===== config.mk =====
export PLATFORM = sky130hd
export DESIGN_NAME = single_port_ram_param
export DESIGN_NICKNAME = d
export VERILOG_FILES = /design/src/rtl/single_port_ram_param.sv
export SDC_FILE = /design/constraint.sdc
export NUM_CORES = 1
export LEC_CHECK = 0
export CAP_MARGIN = 20
export CORE_MARGIN = 8
export CORE_UTILIZATION = 56
export CTS_CLUSTER_DIAMETER = 40
export CTS_CLUSTER_SIZE = 28
export DETAILED_ROUTE_END_ITERATION = 10
export MAX_ROUTING_LAYER = met4
export PLACE_DENSITY = 0.76
export SLEW_MARGIN = 20
export SYNTH_ARGS = -nofsm -noshare
export SYNTH_HDL_FRONTEND = slang
export SYNTH_SLANG_ARGS = --single-unit

===== constraint.sdc =====
create_clock -name clk -period 3.91 [get_ports clk]
set_input_delay 0.391 -clock clk [delete_from_list [all_inputs] [get_ports clk]]
set_output_delay 0.391 -clock clk [all_outputs]
set_load 0.02 [all_outputs]

===== src/rtl/single_port_ram_param.sv =====
// Parametrised single-port synchronous RAM with byte-lane writes, selectable
// read-during-write behaviour, registered read + valid, and optional clear sweep.
module single_port_ram_param #(
  parameter int DATA_WIDTH     = 8,
  parameter int ADDR_WIDTH     = 6,
  parameter int BYTE_W         = 8,
  parameter int RW_MODE        = 0,
  parameter int CLEAR_ON_RESET = 1,
  parameter logic [DATA_WIDTH-1:0] INIT_VALUE = '0,
  localparam int NB    = DATA_WIDTH / BYTE_W,
  localparam int DEPTH = 1 << ADDR_WIDTH
) (
  input  logic                  clk,
  input  logic                  rst,
  input  logic                  en,
  input  logic                  write_enable,
  input  logic [NB-1:0]         byte_en,
  input  logic [ADDR_WIDTH-1:0] ram_address,
  input  logic [DATA_WIDTH-1:0] data_in,
  output logic [DATA_WIDTH-1:0] data_out,
  output logic                  rd_valid,
  output logic                  busy
);

  typedef enum logic {IDLE = 1'b0, CLEAR = 1'b1} state_e;

  logic [DATA_WIDTH-1:0] mem [DEPTH];

  state_e                state_q;
  logic [ADDR_WIDTH-1:0] clr_ptr_q;
  logic [DATA_WIDTH-1:0] data_out_q;
  logic                  rd_valid_q;
  logic                  busy_q;

  logic [DATA_WIDTH-1:0] rd_word;
  logic [DATA_WIDTH-1:0] wr_word_d;
  logic                  clr_ok;
  logic                  wr_ok;

  assign rd_word = mem[ram_address];

  // Merge enabled lanes of data_in over the current word; a zero mask yields the old word.
  always_comb begin
    wr_word_d = rd_word;
    for (int i = 0; i < NB; i++) begin
      if (byte_en[i]) wr_word_d[i*BYTE_W +: BYTE_W] = data_in[i*BYTE_W +: BYTE_W];
    end
  end

  // Reset wins over both the sweep and any user request at the same edge.
  assign clr_ok = (state_q == CLEAR) && !rst;
  assign wr_ok  = (state_q == IDLE) && !rst && en && write_enable;

  always_ff @(posedge clk) begin
    if (clr_ok) begin
      mem[clr_ptr_q] <= INIT_VALUE;
    end else if (wr_ok) begin
      mem[ram_address] <= wr_word_d;
    end
  end

  always_ff @(posedge clk) begin
    if (rst) begin
      state_q    <= (CLEAR_ON_RESET != 0) ? CLEAR : IDLE;
      busy_q     <= (CLEAR_ON_RESET != 0);
      clr_ptr_q  <= '0;
      data_out_q <= '0;
      rd_valid_q <= 1'b0;
    end else begin
      rd_valid_q <= 1'b0;
      case (state_q)
        CLEAR: begin
          clr_ptr_q <= clr_ptr_q + ADDR_WIDTH'(1);
          if (clr_ptr_q == '1) begin
            state_q <= IDLE;
            busy_q  <= 1'b0;
          end
        end
        default: begin
          if (en) begin
            if (!write_enable) begin
              data_out_q <= rd_word;
              rd_valid_q <= 1'b1;
            end else if (RW_MODE == 0) begin
              data_out_q <= rd_word;
              rd_valid_q <= 1'b1;
            end else if (RW_MODE == 1) begin
              data_out_q <= wr_word_d;
              rd_valid_q <= 1'b1;
            end
            // No-change mode: a write leaves data_out and rd_valid untouched/low.
          end
        end
      endcase
    end
  end

  assign data_out = data_out_q;
  assign rd_valid = rd_valid_q;
  assign busy     = busy_q;

endmodule


# Word level (Yosys, flattened, before mapping)
# Memory sizes are Yosys's and may differ from the RTL's.
# Index checks and enable logic that the tools add are counted.
[word_totals] out_inout_bits=10 elab_cells=30 reg_bits=17 ramBits=512 n_memories=1 inputBits=19
[op_classes] reduce_logical=9 add_sub_neg=1 n_eq_ne=1 bitwise_logic=1 mux=12
[mem_list] name="mem" words=64 width=8 read_ports=1 rd_clocked_by_memory_dff=0 write_ports=1 line_no="27" rtl="logic [DATA_WIDTH-1:0] mem [DEPTH];"
[ops] op="$mux 8" n=2
[ops] op="$mux 1" n=9
[ops] op="$reduce_or 8->1" n=1
[ops] op="$add 6x1->6 const B" n=1
[ops] op="$eq 6x6->1 const B" n=1
[ops] op="$mux 6" n=1
[ops] op="$logic_and 1x1->1" n=4
[ops] op="$reduce_and 2->1" n=2
[ops] op="$reduce_or 2->1" n=1
[ops] op="$logic_not 1->1" n=1
[ops] op="$not 1->1" n=1

# Depth between registers and ports, before layout
[depth] depth_word=9 ltp_mapped=10 mapped_depth_nobuf=8

# Worst setup path after synthesis
# OpenSTA, ideal clock, no wires.
[synth_timing] path_kind="in2reg" from="input ram_address[0]" to="memory mem[0][3] (data pin)" n_path_buf=4 required_ns=3.392 setup_ns=0.518 setup_slack_ns=0.057 arrival_time_ns=3.335 stages=10 path_cell_list="buf_4 > buf_12 > buf_12 > buf_12 > mux2i_1 > a22oi_1 > a21oi_1 > o41ai_2 > o21ai_1 > o21ai_1"
[synth_via] elab_chain_len=3
[synth_rtl] item="start, declared" line_no="18" rtl="input logic [ADDR_WIDTH-1:0] ram_address,"
[synth_rtl] item="$mem_v2 64x8"
[synth_rtl] item="$mux 8" line_no="46" rtl="if (byte_en[i]) wr_word_d[i*BYTE_W +: BYTE_W] = data_in[i*BYTE_W +: BYTE_W];"
[synth_rtl] item="$mux 8 (no line)"
[synth_rtl] item="end, declared" line_no="27"
# Every way passes these cells.

# Worst setup path after layout
[layout_timing] from="input ram_address[0]" to="memory mem[24][5] (data pin)"
# Same word-level chain as after synthesis.

==> results by group <==
Clocking
  – Worst skew pair latency: just under 0.6 ns
  – Sink Count: around 530
  – CTS clk-pin slew, worst paths: 0.07 ns
  – Max clock buf depth: 3
  – # Post-CTS Setup Buffers: 0
  – Root Driver: clkbuf_16
  – CTS Hold Bufs: 0
  – Post_cts resized: 0
  – CTS tree: built
  – Total CTS buffers: 52
  – CTS HTree Levels: 2

Power
  – Overall Power: 0.0121 W
  – Switching Fraction: ~23%
  – Power Dens Cells: 487 nW/um^2
  – Part of the power in registers: between 50% and 60%
  – Clk pwr share: between 40% and 50%
  – Logic pwr share: under 10%
  – Leakage Power: approximately 9.3 nW
  – Cell Int Power: about 0.0093 W
  – Worst VDD drop: ~0.48 mV
  – Net Switching: roughly 0.0027 W

Drt
  – Routed wl met3: between 3 and 4 mm
  – Max layer used: met4
  – ANT nets after route: 0
  – Wire length per cell: 25.8 um
  – Drt pass-1 iters: 5
  – Via count: between 10k and 15k
  – Met2 wire len: ~24 mm
  – Met1 WL: 18.9 mm
  – DRT iter0 DRCs: between 1k and 1.5k
  – Routed WL: between 40 and 50 mm
  – Drt drc: 0
  – Vias/cell: between 6 and 7

Critical path
  – Reg2Reg Depth: 9
  – Crit path kind: input pin to flip-flop
  – Worst-path cell chain: buf_8 > buf_12 > mux2i_1 > a22oi_1 > a21oi_1 > nor4_1 > o22ai_1 > o21ai_4 > buf_12
  – Worst EP arrival: ~3.4 ns
  – Cell mode on critical path: buf_12
  – Worst-path maximum fanout: between 60 and 70
  – CP top delay family: compound AO/OA/AOI/OAI gates
  – Slowest stage cell, crit path: o21ai_4
  – Crit. path cell count: 9
  – Critical path capture point type: flip-flop
  – Worst Setup Start Kind: input pin
  – Max incr delay on CP: a little under 0.7 ns
  – Worst path required time: 4.32 ns
  – CP bufs+invs: 3

Job
  – Max Cap Viol: 0

Place
  – Post-Place Cells: around 1.8k
  – GPL Wtd Cong: 0.903
  – Placed inst area: 22800 sq um
  – # port buffers: 28
  – HPWL after DPL: slightly above 30 mm

STA
  – Post-layout minimum cycle time: about 3.0 ns
  – Final max-slew violation count: 0
  – F_max: roughly 340 MHz
  – Worst clock skew: about 0.029 ns
  – Slew @ Worst Pin: approximately 0.81 ns
  – # setup viols final: 0
  – Final Hold Vio Count: 0
  – Fin Hold WS: between 0.4 and 0.5 ns
  – Setup_tns: 0 ns
  – Final worst path period share: 76.0%
  – Unrepaired setup endpoints after global routing: no
  – Slew HR: between 40% and 50%

Outcome
  – Status: complete, no violations

Synth
  – Sequential area share after synthesis: 74.4%
  – Main combinational cell family by area after synthesis: multiplexers
  – Complex-gate fraction of the synthesized area: 5.54%
  – Syn Inst Count: 1178
  – Post-Syn Nets: between 1k and 1.5k
  – Avg Inst Size Synth: about 18 sq um
  – Cell Area, Synth: approximately 21000 sq um
  – Simple-Gate Fraction of Synth Area: approximately 3.5%
  – Yosys cell types: 45
  – Multiplexer share of the synthesized area: roughly 14%
  – Synth Register Bits: 529
  – Adder-cell area share of the yosys netlist: 0.0592%
  – XOR/XNOR Fraction of Synth Area: 0.166%
  – Yosys warning total: 0

GRT
  – Gr ovfl total: 0
  – First-pass GRT wire length: 71.5 mm
  – Initial antenna violation count: 0
  – GR Util All Layers: between 20% and 30%
  – Largest net degree at the start of global routing: between 60 and 70
  – Vias in the first global route: 11.5k

Die
  – IO Count: 29
  – Core area: approximately 37000 sq um
  – Core Rows: between 70 and 80
  – Die Y: about 210 um
  – DIE WIDTH: ~210 um
  – DIE AREA: between 40000 and 50000 sq um
  – Initial Utilization: a little under three fifths

Final layout
  – ANT cells: 0
  – Synthesis-to-layout area growth: 17.2%
  – Most common cell after layout, fill and taps aside: edfxtp_1
  – Nets: approximately 1.3k
  – Cell area after layout: 24800 sq um
  – Commonest non-fill, non-tap cells in the layout: 512 x edfxtp_1, 187 x mux2i_1, 108 x buf_4
  – Share of cells above drive strength 1: a little over a fifth
  – Final std cells w/o fill: roughly 1.9k
  – Fillers: 2425

Worst hold path
  – Min-delay worst type: flip-flop to flip-flop
  – Worst Hold Path Cells: 1
## cell usage after synthesis
library cell | number | area share (%)
a32oi_1 | 1 | 0.041
nand4_1 | 2 | 0.059
mux4_1 | 2 | 0.25
xnor2_1 | 1 | 0.041
a21oi_1 | 37 | 0.88
nor3_2 | 1 | 0.047
mux4_2 | 46 | 4.9
o41ai_2 | 2 | 0.15
buf_2 | 7 | 0.17
a21o_1 | 2 | 0.071
a22oi_1 | 78 | 2.8
nor2_1 | 73 | 1.3
nor3b_1 | 3 | 0.11
nor4_1 | 6 | 0.18
a31oi_1 | 2 | 0.059
o31a_1 | 1 | 0.041
and2_1 | 1 | 0.030
nand4b_1 | 1 | 0.041
inv_1 | 1 | 0.018
buf_6 | 8 | 0.43
nor2b_1 | 3 | 0.089
or2_2 | 2 | 0.059
dfxtp_1 | 17 | 1.6
edfxtp_1 | 512 | 73
o21a_1 | 3 | 0.11
buf_1 | 5 | 0.089
o221ai_1 | 6 | 0.25
nand2b_1 | 16 | 0.47
or3_1 | 5 | 0.15
inv_2 | 1 | 0.018
o22ai_1 | 22 | 0.65
o21ai_0 | 7 | 0.17
nand3b_1 | 2 | 0.071
buf_8 | 1 | 0.071
buf_4 | 8 | 0.28
nand2_2 | 1 | 0.030
nand3_1 | 12 | 0.28
o21ai_1 | 12 | 0.28
xor2_1 | 3 | 0.12
nand2_1 | 35 | 0.62
o31ai_1 | 2 | 0.071
clkbuf_1 | 33 | 0.59
mux2i_1 | 187 | 8.9
buf_12 | 7 | 0.66
ha_1 | 1 | 0.059
## final timing paths
path / start / end / slack, ns
max: ram_address[0] / mem[24][5]$_DFFE_PP_ / 0.94
max reg2reg: state_q$_SDFF_PP1_ / mem[56][6]$_DFFE_PP_ / 1.03
min: busy$_SDFFE_PP1P_ / busy$_SDFFE_PP1P_ / 0.46
min reg2reg: busy$_SDFFE_PP1P_ / busy$_SDFFE_PP1P_ / 0.46
## per-stage QoR
stage | setup WS [ns] | utilization, %
global placement | 0.476 | 61.1
global route | 0.864 | 66.2
CTS | 0.998 | 66.2
detailed placement | 0.431 | 61.1
finish | 0.940 | 66.2
floorplan | 0.0574 | -
## per-layer routing
metal / up-vias / global-route usage [%]
met5: - / -
met4: 0 / 8.53
met3: 123 / 3.85
met2: 582 / 35.9
met1: 5886 / 28.4
li1: 5028 / -
## cell families (layout without fill, tap and decap cells)
group                      count (synthesis)  after routing
buffers and inverters                     71            254
AOI/OAI and AO/OA                        175            175
and+or+nand+nor                          163            163
adders and majority gates                  1              1
DFF                                      529            529
muxes                                    235            235
xor gates and xnor gates                   4              4
## cell type report
type                            instances  area, sq um  share of cell area, %
Inverter                                2         7.51                 0.0303
Sequential cell                       529        15700                   63.5
Clock inverter                         44          592                   2.39
Tap cell                              511          639                   2.58
Timing Repair Buffer                  154         1450                   5.84
Multi-Input combinational cell        578         5030                   20.3
Clock buffer                           54         1330                   5.37
## power groups by stage
stage          registers, W  clock network (W)  logic, W
2_1_floorplan       0.00627                  0  0.000321
3_3_place_gp        0.00627                  0  0.000481
3_5_place_dp        0.00627                  0  0.000486
4_1_cts             0.00614            0.00550  0.000489
5_1_grt             0.00614            0.00570  0.000513
6_report            0.00614            0.00543  0.000490
## flip-flops by register name, summed over array words and instances (netlist names)
name,count
data_out,8
mem,512
clr_ptr_q,6
rd_valid,1
state_q,1
busy,1
No activity file was read; power rests on OpenSTA's default activity.
